[config.mk]
export PLATFORM = sky130hd
export DESIGN_NAME = pmem_sched_flat
export DESIGN_NICKNAME = d
export VERILOG_FILES = /design/src/rtl/pmem_sched_if.sv /design/src/rtl/pmem_sched.sv /design/src/flat_wrapper.sv
export SDC_FILE = /design/constraint.sdc
export NUM_CORES = 1
export LEC_CHECK = 0
export BUFFER_PORTS_ARGS = -buffer_cell sky130_fd_sc_hd__buf_2
export CAP_MARGIN = 20
export CORE_AREA = 5 5 497 499
export CTS_BUF_LIST = sky130_fd_sc_hd__clkbuf_4
export CTS_CLUSTER_SIZE = 28
export DETAILED_ROUTE_END_ITERATION = 10
export DIE_AREA = 0 0 502 504
export PLACE_DENSITY = 0.37
export SLEW_MARGIN = 20
export SYNTH_ARGS = -nofsm -noshare
export SYNTH_HDL_FRONTEND = slang
export SYNTH_SLANG_ARGS = --single-unit
[constraint.sdc]
create_clock -name clk -period 23 [get_ports clk]
set_clock_uncertainty 0.15 [all_clocks]
set_input_delay 4.6 -clock clk [delete_from_list [all_inputs] [get_ports clk]]
set_output_delay 4.6 -clock clk [all_outputs]
set_load 0.05 [all_outputs]
[src/rtl/pmem_sched_if.sv]
// Requester-side and memory-side signals of the physical-memory scheduler.
// master = caches/prefetcher/memory side, slave = the scheduler.
interface pmem_sched_if #(
  parameter int unsigned BEATS = 4
);
  localparam int unsigned LINE_W = 64 * BEATS;

  logic [31:0]       inst_addr;
  logic              inst_read;
  logic [LINE_W-1:0] inst_rdata;
  logic              inst_resp;

  logic [31:0]       data_addr;
  logic              data_read;
  logic              data_write;
  logic [LINE_W-1:0] data_wdata;
  logic [LINE_W-1:0] data_rdata;
  logic              data_resp;

  logic [31:0]       pf_addr;
  logic              pf_read;
  logic [LINE_W-1:0] pf_rdata;
  logic              pf_resp;

  logic [31:0]       pmem_addr;
  logic              pmem_read;
  logic              pmem_write;
  logic [63:0]       pmem_wdata;
  logic [63:0]       pmem_rdata;
  logic              pmem_resp;

  modport master (
    output inst_addr, inst_read, data_addr, data_read, data_write, data_wdata,
           pf_addr, pf_read, pmem_rdata, pmem_resp,
    input  inst_rdata, inst_resp, data_rdata, data_resp, pf_rdata, pf_resp,
           pmem_addr, pmem_read, pmem_write, pmem_wdata
  );

  modport slave (
    input  inst_addr, inst_read, data_addr, data_read, data_write, data_wdata,
           pf_addr, pf_read, pmem_rdata, pmem_resp,
    output inst_rdata, inst_resp, data_rdata, data_resp, pf_rdata, pf_resp,
           pmem_addr, pmem_read, pmem_write, pmem_wdata
  );
endinterface

[src/rtl/pmem_sched.sv]
// Arbitrates icache, dcache and prefetcher onto one burst memory port and
// converts between whole lines and 64-bit beats; one line transaction at a time.
module pmem_sched #(
  parameter int unsigned BEATS = 4
) (
  input  logic        clk,
  input  logic        rst,
  pmem_sched_if.slave bus
);
  localparam int unsigned BEAT_W = 64;
  localparam int unsigned LINE_W = BEAT_W * BEATS;
  localparam int unsigned CNT_W  = (BEATS > 1) ? $clog2(BEATS) : 1;
  localparam int unsigned BSH    = $clog2(BEAT_W);

  localparam logic [1:0] S_IDLE  = 2'd0;
  localparam logic [1:0] S_READ  = 2'd1;
  localparam logic [1:0] S_WRITE = 2'd2;
  localparam logic [1:0] S_DONE  = 2'd3;

  localparam logic [1:0] OWN_INST = 2'd0;
  localparam logic [1:0] OWN_DATA = 2'd1;
  localparam logic [1:0] OWN_PF   = 2'd2;

  logic [1:0]           state, state_nxt;
  logic [1:0]           owner, owner_nxt;
  logic                 rr_data, rr_data_nxt;
  logic [CNT_W-1:0]     cnt, cnt_nxt, cnt_inc;
  logic [31:0]          addr, addr_nxt;
  logic [LINE_W-1:0]    wbuf, wbuf_nxt;
  logic [LINE_W-1:0]    line, line_nxt;
  logic [BEAT_W-1:0]    wdata, wdata_nxt;
  logic                 rd, rd_nxt;
  logic                 wr, wr_nxt;
  logic [2:0]           resp, resp_nxt;
  logic                 inst_req, data_req, last_beat;
  logic [CNT_W+BSH-1:0] rd_off, wr_off;

  assign inst_req  = bus.inst_read;
  assign data_req  = bus.data_read | bus.data_write;
  assign cnt_inc   = cnt + CNT_W'(1);
  assign last_beat = (cnt == CNT_W'(BEATS - 1));
  assign rd_off    = {cnt, BSH'(0)};
  assign wr_off    = {cnt_inc, BSH'(0)};

  // Next-state and datapath; the write beat register is preloaded with the
  // following beat so pmem_wdata is always a flop output.
  always_comb begin
    state_nxt   = state;
    owner_nxt   = owner;
    rr_data_nxt = rr_data;
    cnt_nxt     = cnt;
    addr_nxt    = addr;
    wbuf_nxt    = wbuf;
    line_nxt    = line;
    wdata_nxt   = wdata;
    rd_nxt      = rd;
    wr_nxt      = wr;
    resp_nxt    = 3'b000;

    case (state)
      S_IDLE: begin
        cnt_nxt = '0;
        if (inst_req && !(data_req && rr_data)) begin
          state_nxt   = S_READ;
          owner_nxt   = OWN_INST;
          rr_data_nxt = 1'b1;
          rd_nxt      = 1'b1;
          addr_nxt    = bus.inst_addr & ~32'h1F;
        end else if (data_req) begin
          owner_nxt   = OWN_DATA;
          rr_data_nxt = 1'b0;
          addr_nxt    = bus.data_addr & ~32'h1F;
          if (bus.data_write) begin
            state_nxt = S_WRITE;
            wr_nxt    = 1'b1;
            wbuf_nxt  = bus.data_wdata;
            wdata_nxt = bus.data_wdata[BEAT_W-1:0];
          end else begin
            state_nxt = S_READ;
            rd_nxt    = 1'b1;
          end
        end else if (bus.pf_read) begin
          state_nxt = S_READ;
          owner_nxt = OWN_PF;
          rd_nxt    = 1'b1;
          addr_nxt  = bus.pf_addr & ~32'h1F;
        end
      end

      S_READ, S_WRITE: begin
        if (bus.pmem_resp) begin
          cnt_nxt = cnt_inc;
          if (state == S_READ) begin
            line_nxt[rd_off +: BEAT_W] = bus.pmem_rdata;
          end else begin
            wdata_nxt = wbuf[wr_off +: BEAT_W];
          end
          if (last_beat) begin
            state_nxt = S_DONE;
            rd_nxt    = 1'b0;
            wr_nxt    = 1'b0;
            cnt_nxt   = '0;
            resp_nxt  = 3'b001 << owner;
          end
        end
      end

      S_DONE:  state_nxt = S_IDLE;
      default: state_nxt = S_IDLE;
    endcase
  end

  always_ff @(posedge clk or posedge rst) begin
    if (rst) begin
      state   <= S_IDLE;
      owner   <= OWN_INST;
      rr_data <= 1'b0;
      cnt     <= '0;
      addr    <= '0;
      wbuf    <= '0;
      line    <= '0;
      wdata   <= '0;
      rd      <= 1'b0;
      wr      <= 1'b0;
      resp    <= 3'b000;
    end else begin
      state   <= state_nxt;
      owner   <= owner_nxt;
      rr_data <= rr_data_nxt;
      cnt     <= cnt_nxt;
      addr    <= addr_nxt;
      wbuf    <= wbuf_nxt;
      line    <= line_nxt;
      wdata   <= wdata_nxt;
      rd      <= rd_nxt;
      wr      <= wr_nxt;
      resp    <= resp_nxt;
    end
  end

  // Every requester sees the shared line buffer; only its resp qualifies it.
  assign bus.pmem_addr  = addr;
  assign bus.pmem_read  = rd;
  assign bus.pmem_write = wr;
  assign bus.pmem_wdata = wdata;
  assign bus.inst_rdata = line;
  assign bus.data_rdata = line;
  assign bus.pf_rdata   = line;
  assign bus.inst_resp  = resp[0];
  assign bus.data_resp  = resp[1];
  assign bus.pf_resp    = resp[2];
endmodule

[src/flat_wrapper.sv]
// flat-port wrapper written by rule: the top's interface ports become plain ports
module pmem_sched_flat 
#(
  parameter int unsigned BEATS = 4
)
  (clk, rst, bus_inst_addr, bus_inst_read, bus_data_addr, bus_data_read, bus_data_write, bus_data_wdata, bus_pf_addr, bus_pf_read, bus_pmem_rdata, bus_pmem_resp, bus_inst_rdata, bus_inst_resp, bus_data_rdata, bus_data_resp, bus_pf_rdata, bus_pf_resp, bus_pmem_addr, bus_pmem_read, bus_pmem_write, bus_pmem_wdata);
  pmem_sched_if #(.BEATS(BEATS)) bus_i ();
  input  logic clk;
  input  logic rst;
  input wire logic [$bits(bus_i.inst_addr)-1:0] bus_inst_addr;
  input wire logic [$bits(bus_i.inst_read)-1:0] bus_inst_read;
  input wire logic [$bits(bus_i.data_addr)-1:0] bus_data_addr;
  input wire logic [$bits(bus_i.data_read)-1:0] bus_data_read;
  input wire logic [$bits(bus_i.data_write)-1:0] bus_data_write;
  input wire logic [$bits(bus_i.data_wdata)-1:0] bus_data_wdata;
  input wire logic [$bits(bus_i.pf_addr)-1:0] bus_pf_addr;
  input wire logic [$bits(bus_i.pf_read)-1:0] bus_pf_read;
  input wire logic [$bits(bus_i.pmem_rdata)-1:0] bus_pmem_rdata;
  input wire logic [$bits(bus_i.pmem_resp)-1:0] bus_pmem_resp;
  output wire logic [$bits(bus_i.inst_rdata)-1:0] bus_inst_rdata;
  output wire logic [$bits(bus_i.inst_resp)-1:0] bus_inst_resp;
  output wire logic [$bits(bus_i.data_rdata)-1:0] bus_data_rdata;
  output wire logic [$bits(bus_i.data_resp)-1:0] bus_data_resp;
  output wire logic [$bits(bus_i.pf_rdata)-1:0] bus_pf_rdata;
  output wire logic [$bits(bus_i.pf_resp)-1:0] bus_pf_resp;
  output wire logic [$bits(bus_i.pmem_addr)-1:0] bus_pmem_addr;
  output wire logic [$bits(bus_i.pmem_read)-1:0] bus_pmem_read;
  output wire logic [$bits(bus_i.pmem_write)-1:0] bus_pmem_write;
  output wire logic [$bits(bus_i.pmem_wdata)-1:0] bus_pmem_wdata;
  assign bus_i.inst_addr = bus_inst_addr;
  assign bus_i.inst_read = bus_inst_read;
  assign bus_i.data_addr = bus_data_addr;
  assign bus_i.data_read = bus_data_read;
  assign bus_i.data_write = bus_data_write;
  assign bus_i.data_wdata = bus_data_wdata;
  assign bus_i.pf_addr = bus_pf_addr;
  assign bus_i.pf_read = bus_pf_read;
  assign bus_i.pmem_rdata = bus_pmem_rdata;
  assign bus_i.pmem_resp = bus_pmem_resp;
  assign bus_inst_rdata = bus_i.inst_rdata;
  assign bus_inst_resp = bus_i.inst_resp;
  assign bus_data_rdata = bus_i.data_rdata;
  assign bus_data_resp = bus_i.data_resp;
  assign bus_pf_rdata = bus_i.pf_rdata;
  assign bus_pf_resp = bus_i.pf_resp;
  assign bus_pmem_addr = bus_i.pmem_addr;
  assign bus_pmem_read = bus_i.pmem_read;
  assign bus_pmem_write = bus_i.pmem_write;
  assign bus_pmem_wdata = bus_i.pmem_wdata;
  pmem_sched #(.BEATS(BEATS)) u_core (.clk(clk), .rst(rst), .bus(bus_i));
endmodule
Word-level counts from Yosys, hierarchy flattened. Index checks and enable logic that the tools add are counted.

Bits in registers: 620. Input port bits: 423. Output and inout bits: 869. Word-level logic and storage cells: 87.

Add/subtract/negate cells: 2. Equal/unequal tests: 12. Shift operators: 4. Multiplexer cells: 39. Bitwise gates (word level): 2. Reductions and logical operators: 17.

Operators by type and width (number): 2-to-1 mux 64 bit (5); bitwise mux 256 bit (1); variable shift 64 x 10 -> 256 bit, first input constant (1); variable part select 256 x 9 -> 64 bit (1); variable part select 64 x 10 -> 256 bit (1); case mux 64 bit (2 select lines) (1); 2-to-1 mux 32 bit (3); 2-to-1 mux 2 bit (11); AND reduction 6 bit (2); 2-to-1 mux 1 bit (11); negator 8 -> 10 bit (1); 2-to-1 mux 3 bit (3); inequality test 2 bit, second input constant (4); equality test 2 bit, second input constant (3); case mux 2 bit (3 select lines) (1); AND reduction 2 bit (3); AND reduction 3 bit (2); AND reduction 5 bit (1); inequality test 2 x 1 -> 1 bit, second input constant (2); inequality test 4 x 2 -> 1 bit, second input constant (1); inequality test 4 bit, second input constant (1); case mux 1 bit (2 select lines) (2); case mux 2 bit (2 select lines) (1); AND reduction 4 bit (1); other kinds (11) (13).

Logic depth before layout (Yosys ltp).
Depth in word-level cells: 6. Mapped depth: 9. Gate-level depth less buffers: 6.

Least setup slack after synthesis. No wires, ideal clock.

Path kind: input -> register. From: input port bus_inst_read. To: register u_core.addr[31] (netlist: u_core.bus.pmem_addr[31]). Setup time: 126 ps. Arrival: 5743 ps. Data required time: 22724 ps. Setup slack: 16981 ps. Cell stages on the path: 6. Buffers on the path: 2. Path through: buf_2 > buf_2 > mux2i_1 > a2bb2oi_1 > nor2_1 > a221o_1.

Word-level cells in the longest chain between the ends: 3. Elaborated cells on any way between the ends: 4.

Ends and longest elaborated chain: from (decl) (line flat_wrapper.sv:11) `input wire logic [$bits(bus_i.inst_read)-1:0] bus_inst_read;`; logical AND 1 bit * (line pmem_sched.sv:63) `if (inst_req && !(data_req && rr_data)) begin`; nonzero test 3 bit (no line); AND reduction 2 bit (no line); to (signal assigned) (line pmem_sched.sv:131) `addr <= addr_nxt;`; to (decl) (line pmem_sched.sv:28) `logic [31:0] addr, addr_nxt;`.

Every way passes the cells marked *; elsewhere a longest branch is shown, timed or not. A chain may end at the register's enable or synchronous reset.

Final worst setup path.
From: input port bus_inst_read. To: register u_core.wbuf[86].

Word-level cells in the longest chain between the ends: 3.

Ends and longest elaborated chain: logical AND 1 bit (line pmem_sched.sv:63); inverter 1 bit (no line); AND reduction 4 bit (no line); to (signal assigned) (line pmem_sched.sv:132) `wbuf <= wbuf_nxt;`; to (decl) (line pmem_sched.sv:29) `logic [LINE_W-1:0] wbuf, wbuf_nxt;`.

Every way passes these cells.

==> qor.csv <==
stage;metric;value;unit
logic_synthesis;number of flops mapped to enable cells by yosys;0;
timing;RSZ-0062 raised after global routing;false;
place;Area after DPL;35600;sq um
die;core area;242000;sq um
final_layout;Filler cells;27400;
setup_path;crit path buf inv count;4;
logic_synthesis;total of warnings raised by yosys;0;
setup_path;CP peak stage delay;740;ps
die;starting density of the core;0.122;
routing;DRT antenna net count;0;
routing;initial DRC count;1462;
grt;first-pass GRT wire length;254000;um
grt;largest net degree at the start of global routing;135;
pwr;Pwr Total;0.00704;W
routing;DR WL/cell;27.7;um
routing;Post-route DRC;0;
cts;CTS Root Buffer Type;clkbuf_4;
grt;initial antenna violation count;97;
pwr;leak pwr;20.2;nW
setup_path;slowest CP cell;buf_4;
setup_path;CP top delay family;buffers and inverters;
die;Chip Width;502;um
place;HPWL after DPL;153000;um
cts;Post-CTS Setup Inserts;0;
logic_synthesis;cell count after synthesis;2913;
timing;Hold Slack;320;ps
cts;CTS-repair resized insts;0;
setup_path;WS Path Type;in -> reg;
routing;vias per cell;3.60;
place;number of port buffers;1271;
place;GP Congestion;0.796;
die;die area;253000;sq um
logic_synthesis;Mean Syn Cell Area;10.1;sq um
final_layout;# nets final;4155;
logic_synthesis;sequential fraction of the synthesis area;0.522;
final_layout;Multi-input gate area;9250;sq um
setup_path;CP endpoint kind;flip-flop;
setup_path;Arrival @ worst endpoint;8580;ps
die;die height;504;um
logic_synthesis;Seq cells post-synth;615;
pwr;Max IR drop VDD;0.109;mV
grt;total gr overflow;0;
final_layout;Seq. cell area;15400;sq um
worst_hold_path;worst hold path class;reg -> reg;
timing;Tcrit/Tclk final;0.334;
timing;max-slew headroom at the worst pin;0.255;
setup_path;crit path cell chain;buf_2 -> nor2b_2 -> or2_4 -> buf_4 -> buf_4 -> buf_4 -> nand2_1 -> nand2_1;
setup_path;worst endpoint required time;23890;ps
timing;Fin. Hold Viols;0;
timing;Slew Viols, Final;0;
cts;H-tree depth;4;
die;io pins;1292;
logic_synthesis;Yosys cell types;40;
run;max-cap violations;0;
setup_path;most frequent CP cell;buf_4;
routing;Vias;25600;
routing;1st-pass router iterations;5;
cts;Bufs on Longest Clock Path;3;
cts;Worst-Skew Late Latency;1160;ps
timing;Setup-failing EPs final;0;
final_layout;layout cells sized above 1;0.440;
timing;post-layout min period;7680;ps
cts;CTS Hold Bufs;0;
final_layout;commonest non-fill, non-tap cells in the layout;1271 x buf_2, 649 x nand2_1, 615 x dfrtp_1;
setup_path;Critical Path Fanout Max;77;
cts;CTS tree;yes;
logic_synthesis;asr flop ratio synth;1.00;
timing;Slew @ Worst Pin;1120;ps
cts;clock sinks;615;
timing;TNS Setup;0;ps
die;row count;181;
logic_synthesis;area of the mapped netlist;29500;sq um
cts;Reg clk slew, reported paths;50;ps
pwr;PwrDens;184;nW/um^2
grt;number of global-route vias before repair;25900;
grt;All-Layer GR Usage;0.149;
routing;Routed WL;197000;um
setup_path;Setup crit start kind;input pin;
cts;Num CTS Buffers;194;
logic_synthesis;top_reg_cell synth;dfrtp_1;
outcome;status;completed;
final_layout;commonest non-fill, non-tap cell in the layout;buf_2;
final_layout;Final Cell Area;38100;sq um
timing;Max Fclk;0.130;GHz
final_layout;area grow syn2layout;29.4;%
==> flip-flops by register name (all words and copies together), names as in the netlist <==
name / cells
u_core.bus.data_rdata: 256
u_core.wbuf: 256
u_core.bus.pmem_wdata: 64
u_core.bus.pmem_addr: 27
u_core.resp: 3
u_core.cnt: 2
u_core.owner: 2
u_core.state: 2
u_core.bus.pmem_read: 1
u_core.bus.pmem_write: 1
u_core.rr_data: 1
==> synth_stat cells (2+ instances only) <==
cell | instances | area, sq um
buf_4 | 517 | 3880
nand2_1 | 649 | 2440
mux2_2 | 64 | 721
inv_1 | 70 | 263
nor2_1 | 32 | 120
mux2i_1 | 92 | 921
dfrtp_1 | 615 | 15400
a221o_1 | 27 | 270
buf_2 | 77 | 385
o21ai_0 | 54 | 270
a21o_1 | 2 | 15.0
a22o_1 | 258 | 2260
ha_1 | 10 | 125
buf_1 | 17 | 63.8
o31ai_1 | 4 | 30.0
o21ai_1 | 14 | 70.1
nand3_1 | 9 | 45.0
nor4_4 | 2 | 42.5
buf_6 | 6 | 67.6
and2_1 | 2 | 12.5
a21oi_1 | 196 | 981
clkbuf_1 | 85 | 319
o22ai_1 | 64 | 400
a2bb2oi_1 | 27 | 236
nand2b_1 | 4 | 25.0
nor3b_1 | 2 | 15.0
==> metrics by stage <==
step / worst slack, ps / utilization / instances
floorplan: 1030 / - / 2917
global placement: 14160 / 0.147 / 6728
detailed placement: 14130 / 0.147 / 6728
CTS: 15380 / 0.157 / 7047
global route: 15230 / 0.157 / 7086
finish: 15320 / 0.158 / 7114
==> kinds of logic (layout without fill, tap and decap cells) <==
logic type | Yosys count | count (layout) | share of synthesized area
buffers and inverters | 773 | 1701 | 0.169
AND/OR/NAND/NOR | 710 | 710 | 0.0941
AO/OA/AOI/OAI | 648 | 648 | 0.155
flip-flops | 615 | 615 | 0.522
adder cells (fa/ha/maj) | 10 | 10 | 0.00425
multiplexers | 156 | 156 | 0.0557
other | 1 | 72 | 0.000127
==> final timing paths <==
path                                             start                                endpoint  slack, ps  cells past startpoint
min reg2reg                u_core.wbuf[98]$_DFFE_PP0P_             u_core.wbuf[98]$_DFFE_PP0P_        320                      2
max reg2reg                u_core.state[0]$_DFFE_PP0P_             u_core.wbuf[86]$_DFFE_PP0P_      18760                      9
min                        u_core.wbuf[98]$_DFFE_PP0P_             u_core.wbuf[98]$_DFFE_PP0P_        320                      2
max in group asynchronous                          rst  u_core.bus.data_rdata[127]$_DFFE_PP0P_      16190                      5
max                                      bus_inst_read             u_core.wbuf[86]$_DFFE_PP0P_      15320                      8
min in group asynchronous                          rst            u_core.wbuf[124]$_DFFE_PP0P_       3440                      2
==> layout make-up <==
cell class / count / share of cell area
sequential: 615 / 0.404
multi-input combinational: 1529 / 0.242
timing repair buffer: 1311 / 0.175
tap: 3202 / 0.105
clock buffer: 274 / 0.0539
clock inverter: 45 / 0.00817
inverter: 71 / 0.00718
antenna: 67 / 0.00440
==> metal layers <==
| layer | global-route usage | vias to the layer above | wire [um] |
|---|---|---|---|
| li1 | - | 11200 | - |
| met1 | 0.165 | 12800 | 73600 |
| met2 | 0.269 | 1198 | 101000 |
| met3 | 0.0403 | 319 | 13700 |
| met4 | 0.0587 | 28 | 8360 |
| met5 | 0 | - | 179 |
==> worst min-delay path, cell delays in order (launching register included) <==
cell,delay [ps]
dfrtp_1,330
nand2_1,50
nand2_1,50
==> power by group <==
part / switching (W) / leakage (nW) / internal [W]
logic: 0.00300 / 10.9 / 0.000893
registers: 0.000518 / 7.89 / 0.00151
clock network: 0.000556 / 1.41 / 0.000562
total: 0.00407 / 20.2 / 0.00297
No activity file was read; power rests on OpenSTA's default activity.
